==> config.mk <==
export PLATFORM = sky130hd
export DESIGN_NAME = oled_text
export DESIGN_NICKNAME = d
export VERILOG_FILES = /design/src/rtl/oled_text.sv
export SDC_FILE = /design/constraint.sdc
export NUM_CORES = 1
export LEC_CHECK = 0
export ABC_CLOCK_PERIOD_IN_PS = 9200
export CELL_PAD_IN_SITES_DETAIL_PLACEMENT = 2
export CELL_PAD_IN_SITES_GLOBAL_PLACEMENT = 2
export CORE_UTILIZATION = 55
export CTS_BUF_LIST = sky130_fd_sc_hd__clkbuf_8
export DETAILED_ROUTE_END_ITERATION = 8
export PLACE_DENSITY = 0.88
export SYNTH_ARGS = -nofsm -noshare
export SYNTH_HDL_FRONTEND = slang
export SYNTH_SLANG_ARGS = --single-unit
==> constraint.sdc <==
create_clock -name in_clk -period 9.2 [get_ports in_clk]
set_input_delay 0.92 -clock in_clk [delete_from_list [all_inputs] [get_ports in_clk]]
set_output_delay 0.92 -clock in_clk [all_outputs]
set_load 0.05 [all_outputs]
==> src/rtl/oled_text.sv <==
// Character-cell text renderer: holds a screen of character codes and answers per-column
// pixel requests through an external glyph ROM with 3-cycle latency. Macro: OLED_TEXT_CURSOR_EN.
module oled_text #(
  parameter int SCREEN_WIDTH  = 128,
  parameter int SCREEN_HEIGHT = 64,
  parameter int TILE_WIDTH    = 8,
  parameter int CHAR_BITS     = 7,
  parameter int BLINK_CYCLES  = 13_500_000,
  localparam int NUM_TILES_X   = SCREEN_WIDTH / TILE_WIDTH,
  localparam int SCREEN_PAGES  = SCREEN_HEIGHT / 8,
  localparam int NUM_TILES     = NUM_TILES_X * SCREEN_PAGES,
  localparam int HCTR_BITS     = $clog2(SCREEN_WIDTH),
  localparam int PAGE_BITS     = $clog2(SCREEN_PAGES),
  localparam int COL_BITS      = $clog2(TILE_WIDTH),
  localparam int TILE_NUM_BITS = $clog2(NUM_TILES),
  localparam int TILE_X_BITS   = $clog2(NUM_TILES_X)
) (
  input  logic                   in_clk,
  input  logic                   in_rst_n,
  input  logic                   in_pix_req,
  input  logic [HCTR_BITS-1:0]   in_hpix,
  input  logic [PAGE_BITS-1:0]   in_vpage,
  output logic [7:0]             out_pixels,
  output logic                   out_pix_valid,
  output logic [CHAR_BITS-1:0]   out_font_char,
  output logic [COL_BITS-1:0]    out_font_col,
  input  logic [7:0]             in_font_column,
  input  logic [CHAR_BITS-1:0]   in_char,
  input  logic                   in_char_valid,
  output logic                   out_char_ready,
  input  logic                   in_clear,
  output logic [TILE_X_BITS-1:0] out_cursor_x,
  output logic [PAGE_BITS-1:0]   out_cursor_y
);

  localparam logic [CHAR_BITS-1:0] CH_SPACE = CHAR_BITS'(8'h20);
  localparam logic [CHAR_BITS-1:0] CH_LF    = CHAR_BITS'(8'h0A);
  localparam logic [CHAR_BITS-1:0] CH_CR    = CHAR_BITS'(8'h0D);
  localparam logic [CHAR_BITS-1:0] CH_BS    = CHAR_BITS'(8'h08);

  typedef enum logic {
    ST_CLEAR = 1'b0,
    ST_IDLE  = 1'b1
  } state_t;

  state_t                   state_reg, state_next;
  logic [TILE_NUM_BITS-1:0] clr_addr_reg, clr_addr_next;
  logic [TILE_X_BITS-1:0]   cursor_x_reg, cursor_x_next;
  logic [PAGE_BITS-1:0]     cursor_y_reg, cursor_y_next;

  logic                     wr_en;
  logic [TILE_NUM_BITS-1:0] wr_addr;
  logic [CHAR_BITS-1:0]     wr_data;
  logic [TILE_NUM_BITS-1:0] cursor_tile;
  logic [PAGE_BITS-1:0]     cursor_y_inc;

  logic [CHAR_BITS-1:0] text_mem [NUM_TILES];

  logic [TILE_NUM_BITS-1:0] pix_tile;
  logic [COL_BITS-1:0]      pix_col;
  logic [CHAR_BITS-1:0]     font_char_reg;
  logic [COL_BITS-1:0]      font_col_reg;
  logic                     req_d1_reg, req_d2_reg, pix_valid_reg;
  logic [7:0]               pixels_reg;

  assign cursor_tile  = TILE_NUM_BITS'(cursor_y_reg) * TILE_NUM_BITS'(NUM_TILES_X)
                      + TILE_NUM_BITS'(cursor_x_reg);
  assign cursor_y_inc = (cursor_y_reg == PAGE_BITS'(SCREEN_PAGES - 1))
                      ? '0 : cursor_y_reg + 1'b1;

  // A clear request blocks the handshake in the same cycle, so a coincident character is dropped.
  assign out_char_ready = (state_reg == ST_IDLE) && !in_clear;

  always_ff @(posedge in_clk or negedge in_rst_n) begin
    if (!in_rst_n) begin
      state_reg    <= ST_CLEAR;
      clr_addr_reg <= '0;
      cursor_x_reg <= '0;
      cursor_y_reg <= '0;
    end else begin
      state_reg    <= state_next;
      clr_addr_reg <= clr_addr_next;
      cursor_x_reg <= cursor_x_next;
      cursor_y_reg <= cursor_y_next;
    end
  end

  always_comb begin
    state_next    = state_reg;
    clr_addr_next = clr_addr_reg;
    cursor_x_next = cursor_x_reg;
    cursor_y_next = cursor_y_reg;
    wr_en         = 1'b0;
    wr_addr       = cursor_tile;
    wr_data       = in_char;
    case (state_reg)
      ST_CLEAR: begin
        wr_en   = 1'b1;
        wr_addr = clr_addr_reg;
        wr_data = CH_SPACE;
        if (clr_addr_reg == TILE_NUM_BITS'(NUM_TILES - 1)) begin
          state_next    = ST_IDLE;
          clr_addr_next = '0;
          cursor_x_next = '0;
          cursor_y_next = '0;
        end else begin
          clr_addr_next = clr_addr_reg + 1'b1;
        end
      end
      ST_IDLE: begin
        if (in_clear) begin
          state_next    = ST_CLEAR;
          clr_addr_next = '0;
        end else if (in_char_valid) begin
          if (in_char == CH_LF) begin
            cursor_x_next = '0;
            cursor_y_next = cursor_y_inc;
          end else if (in_char == CH_CR) begin
            cursor_x_next = '0;
          end else if (in_char == CH_BS) begin
            if (cursor_x_reg != '0) cursor_x_next = cursor_x_reg - 1'b1;
          end else begin
            wr_en = 1'b1;
            // No scrolling: running off the bottom row wraps to the top.
            if (cursor_x_reg == TILE_X_BITS'(NUM_TILES_X - 1)) begin
              cursor_x_next = '0;
              cursor_y_next = cursor_y_inc;
            end else begin
              cursor_x_next = cursor_x_reg + 1'b1;
            end
          end
        end
      end
      default: state_next = ST_CLEAR;
    endcase
  end

  always_ff @(posedge in_clk) begin
    if (wr_en) text_mem[wr_addr] <= wr_data;
  end

  assign pix_tile = TILE_NUM_BITS'(in_vpage) * TILE_NUM_BITS'(NUM_TILES_X)
                  + TILE_NUM_BITS'(in_hpix >> COL_BITS);
  assign pix_col  = in_hpix[COL_BITS-1:0];

  // Read port is separate from the write port; a same-address collision yields the old code.
  always_ff @(posedge in_clk or negedge in_rst_n) begin
    if (!in_rst_n) begin
      font_char_reg <= '0;
      font_col_reg  <= '0;
    end else if (in_pix_req) begin
      font_char_reg <= text_mem[pix_tile];
      font_col_reg  <= pix_col;
    end
  end

`ifdef OLED_TEXT_CURSOR_EN
  localparam int BLINK_BITS = (BLINK_CYCLES > 2) ? $clog2(BLINK_CYCLES) : 1;

  logic [BLINK_BITS-1:0] blink_cnt_reg;
  logic                  blink_phase_reg;
  logic                  hit_d1_reg, hit_d2_reg;
  logic                  hit_now;

  always_ff @(posedge in_clk or negedge in_rst_n) begin
    if (!in_rst_n) begin
      blink_cnt_reg   <= '0;
      blink_phase_reg <= 1'b0;
    end else if (blink_cnt_reg == BLINK_BITS'(BLINK_CYCLES - 1)) begin
      blink_cnt_reg   <= '0;
      blink_phase_reg <= !blink_phase_reg;
    end else begin
      blink_cnt_reg <= blink_cnt_reg + 1'b1;
    end
  end

  // Phase is sampled with the request so the inversion follows the request, not the output cycle.
  assign hit_now = (pix_tile == cursor_tile) && blink_phase_reg;

  always_ff @(posedge in_clk or negedge in_rst_n) begin
    if (!in_rst_n) begin
      hit_d1_reg <= 1'b0;
      hit_d2_reg <= 1'b0;
    end else begin
      hit_d1_reg <= in_pix_req && hit_now;
      hit_d2_reg <= hit_d1_reg;
    end
  end
`endif

  always_ff @(posedge in_clk or negedge in_rst_n) begin
    if (!in_rst_n) begin
      req_d1_reg    <= 1'b0;
      req_d2_reg    <= 1'b0;
      pix_valid_reg <= 1'b0;
      pixels_reg    <= '0;
    end else begin
      req_d1_reg    <= in_pix_req;
      req_d2_reg    <= req_d1_reg;
      pix_valid_reg <= req_d2_reg;
      if (req_d2_reg) begin
`ifdef OLED_TEXT_CURSOR_EN
        pixels_reg <= hit_d2_reg ? ~in_font_column : in_font_column;
`else
        pixels_reg <= in_font_column;
`endif
      end
    end
  end

  assign out_font_char = font_char_reg;
  assign out_font_col  = font_col_reg;
  assign out_pixels    = pixels_reg;
  assign out_pix_valid = pix_valid_reg;
  assign out_cursor_x  = cursor_x_reg;
  assign out_cursor_y  = cursor_y_reg;

endmodule
==> qor.txt, run 1 <==
Run status = stopped before the end
Halt Stage = detailed placement
First error = [ERROR DPL-0033] detailed placement checks failed during check placement.
Detail Placement HPWL = 89.1 mm
Mean post-synth cell area = 19.2 um2
Number of synthesis warnings = 0
I/O pin total = 57
Die Height = 261 um
#FFs+latches synth = 932
Die width = 261 um
FP Rows = 94
Async set or reset register ratio after synthesis = 3.86%
Mapped Cells = 1919
# port buffers = 56
Syn Std Cell Area = 0.0368 mm2
Main synth FF type = edfxtp_1
Starting Density = 55.7%
Post-synth EDFFs = 896
Distinct cell type count after synthesis = 54
Placer Congestion = 0.849
Syn_nets = 1955
Sequential area share after synthesis = 75.6%
cell families after synthesis:
| logic type | count (synthesis) | share of synthesized area (%) |
|---|---|---|
| xor gates and xnor gates | 5 | 0.119 |
| adders and majority gates | 6 | 0.204 |
| AOI/OAI and AO/OA | 216 | 4.14 |
| buffers and inverters | 118 | 1.51 |
| DFF | 932 | 75.6 |
| and+or+nand+nor | 332 | 4.05 |
| muxes | 310 | 14.3 |
metrics by stage:
step	setup slack (ns)	hold slack (ns)	area (um2)
floorplan	5.99	0.331	36800
global placement	4.53	0.338	38200
synth_stat cells, types with 8 or more instances:
master	instances	area, um2
nand2_1	70	263
dfrtp_1	36	901
nor2_1	158	593
and2_1	16	100
mux4_2	172	3870
edfxtp_1	896	26900
a31oi_1	13	81.3
nor2b_1	16	100
buf_4	17	128
inv_1	16	60.1
nand4_1	8	50.1
nand3_1	26	130
o22ai_1	53	332
mux2_2	12	135
a211oi_1	17	128
a22oi_1	27	203
buf_2	32	160
o221ai_1	12	105
o211ai_1	10	75.1
o21ai_0	14	70.1
mux2i_1	126	1260
clkbuf_1	45	169
a21oi_1	25	125
==> inputs of run 2 (changes only) <==
==> config.mk (replaced) <==
export PLATFORM = sky130hd
export DESIGN_NAME = oled_text
export DESIGN_NICKNAME = d
export VERILOG_FILES = /design/src/rtl/oled_text.sv
export SDC_FILE = /design/constraint.sdc
export NUM_CORES = 1
export LEC_CHECK = 0
export ABC_CLOCK_PERIOD_IN_PS = 9200
export CORE_UTILIZATION = 40
export DETAILED_ROUTE_END_ITERATION = 8
export PLACE_DENSITY_LB_ADDON = 0.15
export SYNTH_ARGS = -nofsm -noshare
export SYNTH_HDL_FRONTEND = slang
export SYNTH_SLANG_ARGS = --single-unit
==> qor.txt, run 2 <==
Run status = complete, no violations
Fin Clk Skew = 0.0252 ns
Most frequent cells in the layout = 896 x edfxtp_1, 172 x mux4_2, 158 x nor2_1
Mean post-synth cell area = 19.2 um2 (unchanged)
Bufs on Longest Clock Path = 3
Antenna violations before repair = 3
H-Tree Depth = 3
Worst-path clk slew = 0.06 ns
#FFs+latches synth = 932 (unchanged)
Async set or reset register ratio after synthesis = 3.86% (unchanged)
Die area = 0.0931 mm2
RSZ-0062 raised after global routing = false
Pwr dens = 232 mW/mm2
Part of the power in registers = 49.6%
Detail Placement HPWL = 60.1 mm (-33%)
Top cells by area, synth = edfxtp_1 73%, mux4_2 11%, mux2i_1 3.4%
Period utilization = 43.2%
Logic gate share of total power = 9.2%
Commonest non-fill, non-tap cell in the layout = edfxtp_1
Num Clock Sinks = 932
# hold bufs at CTS = 0
GRT Residual Overflow = 0
Slew at the pin closest to its max-slew limit = 1.19 ns
First-pass GRT wire length = 140 mm
FP Rows = 110 (+17%)
Via count = 19000
Startpoint Class = input pin
Syn Std Cell Area = 0.0368 mm2 (unchanged)
WL/cell = 30.2 um
Final Max Slew Viols = 0
Post-CTS setup buffers = 0
Largest net degree at the start of global routing = 124
Worst setup EP type = flop
Fraction of layout cells with a size suffix above 1 = 18.5%
Multiplexer share of the synthesized area = 14.3% (unchanged)
Rel. slew slack = 20.4%
Max reg flops = 896
I/O pin total = 57 (unchanged)
Hold Slack = 0.349 ns
Vias in the first global route = 19400
Hold crit path type = reg2reg
Worst EP required = 9.47 ns
Post-route insts no fill = 3258
Fraction of the mapped netlist area in adder cells = 0.204% (unchanged)
Synth top area share = 73.2% (unchanged)
GRT Total Usage = 21.2%
Area Overhead vs Synth = 13.8%
Root Driver = clkbuf_16
Final Power = 9.72 mW
Mapped Cells = 1919 (unchanged)
Placed cell count = 3075
Placer Congestion = 0.807 (-5.0%)
Drt via density = 5.84
FMAX = 251 MHz
Sequential area share after synthesis = 75.6% (unchanged)
Main synth FF type = edfxtp_1
# port buffers = 56 (unchanged)
Die Height = 305 um (+17%)
Arrival time at the worst endpoint = 4.25 ns
Critical R2R Capture = text_mem[107][4]$_DFFE_PP_
P_int = 7.40 mW
WHS Endpoint = req_d2_reg$_DFF_PN0_
Starting Density = 40.6% (-15 points)
Worst min-delay path startpoint = req_d1_reg$_DFF_PN0_
Drt initial violations = 1843
Max-Cap Viols = 0
Most flop-heavy register = text_mem
Worst R2R Start = state_reg$_DFF_PN0_
Crit-path max FO = 13
Min Tclk post-route = 3.98 ns
Distinct cell type count after synthesis = 54 (unchanged)
Xor/xnor share of the synthesized area = 0.119% (unchanged)
Clk_lat worst skew = 0.66 ns
Final setup vio count = 0
DRC viols = 0
Hold Path Depth = 0
Setup_tns = 0 ns
R2R Setup Slk = 5.65 ns
Largest family of logic cells by synthesized area = multiplexers
Post-Synth Simple-Gate Area = 4.05% (unchanged)
Leakage = 13.4 nW
Drt first pass iters = 7
Power share of the clock group = 41.1%
Post-route ant nets = 0
Core footprint = 0.0906 mm2
CTS buffer count = 98
VDD IR max = 0.000148 V
Number of synthesis warnings = 0 (unchanged)
Sw Share = 23.9%
NetSw = 2.33 mW
Compound-cell area share of the yosys netlist = 4.14% (unchanged)
Post-synth EDFFs = 896 (unchanged)
Critical path class = in2reg
Routed WL = 98.3 mm
Setup ws final = 5.22 ns
Nets@finish = 2035
CTS resizes = 0
Top-count cell post-synth = edfxtp_1
Final hold vios = 0
Syn_nets = 1955 (unchanged)
Dominant cell type by area after synthesis = edfxtp_1
Post-place setup slack = 4.57 ns
Reg2Reg Depth = 4
CTS tree = done
Die width = 305 um (+17%)
Top cells by count, synth = 896 x edfxtp_1, 172 x mux4_2, 158 x nor2_1
## run 2: worst max-delay path, stage by stage
cell             delay (ns)
clkdlybuf4s50_1        0.51
nand3b_1               0.15
a21oi_1                0.10
o21ai_1                0.80
nand3_2                0.93
nor2_1                 0.79
## run 2: logic make-up after synthesis
kind of cell    after synthesis
simple gates                332
flops                       932
buf+inv                     118
mux                         310
fa+ha+maj                     6
xor+xnor                      5
compound gates              216
## run 2: cell type report
type	instances	area, um2
diodes	1	2.50
clock buffers	126	2680
clock inverters	56	584
fillers	7520	48700
inverters	16	60.1
multi-input cells	869	8470
flip-flops and latches	932	27800
well taps	1176	1470
repair buffers	82	763
## run 2: worst max-delay path by stage
stage          startpoint  slack (ns)                   endpoint
3_5_place_dp   in_char[1]        4.57  text_mem[39][2]$_DFFE_PP_
4_1_cts        in_char[1]        5.25  text_mem[34][1]$_DFFE_PP_
3_3_place_gp   in_char[1]        4.67  text_mem[91][4]$_DFFE_PP_
2_1_floorplan  in_char[5]        5.99   text_mem[0][5]$_DFFE_PP_
5_1_grt        in_char[1]        5.02  text_mem[34][3]$_DFFE_PP_
6_report       in_char[1]        5.22  text_mem[53][1]$_DFFE_PP_
## run 2: per-stage QoR
| step | cell area [um2] | utilization, % |
|---|---|---|
| 3_5_place_dp | 38600 | 42.6 |
| 2_1_floorplan | 36800 | - |
| 4_1_cts | 41800 | 46.2 |
| 5_1_grt | 41800 | 46.2 |
| 6_report | 41800 | 46.2 |
| 3_3_place_gp | 38600 | 42.6 |
## run 2: metal layers
layer | GRT usage, % | wire (um) | up-vias
li1 | - | - | 8007
met1 | 30.0 | 42100 | 10100
met2 | 32.9 | 46000 | 785
met3 | 4.63 | 7670 | 147
met4 | 6.25 | 2500 | 4
met5 | 0 | 20 | -
## run 2: power by group through the flow
stage               registers (mW)  clock network (mW)  logic, mW
finish                        4.83                4.00      0.899
floorplan                     4.91                   0      0.476
CTS                           4.83                4.07      0.902
detailed placement            4.91                   0      0.901
global placement              4.91                   0      0.897
global route                  4.84                4.22      0.941
Power figures use the tool's default switching activity.
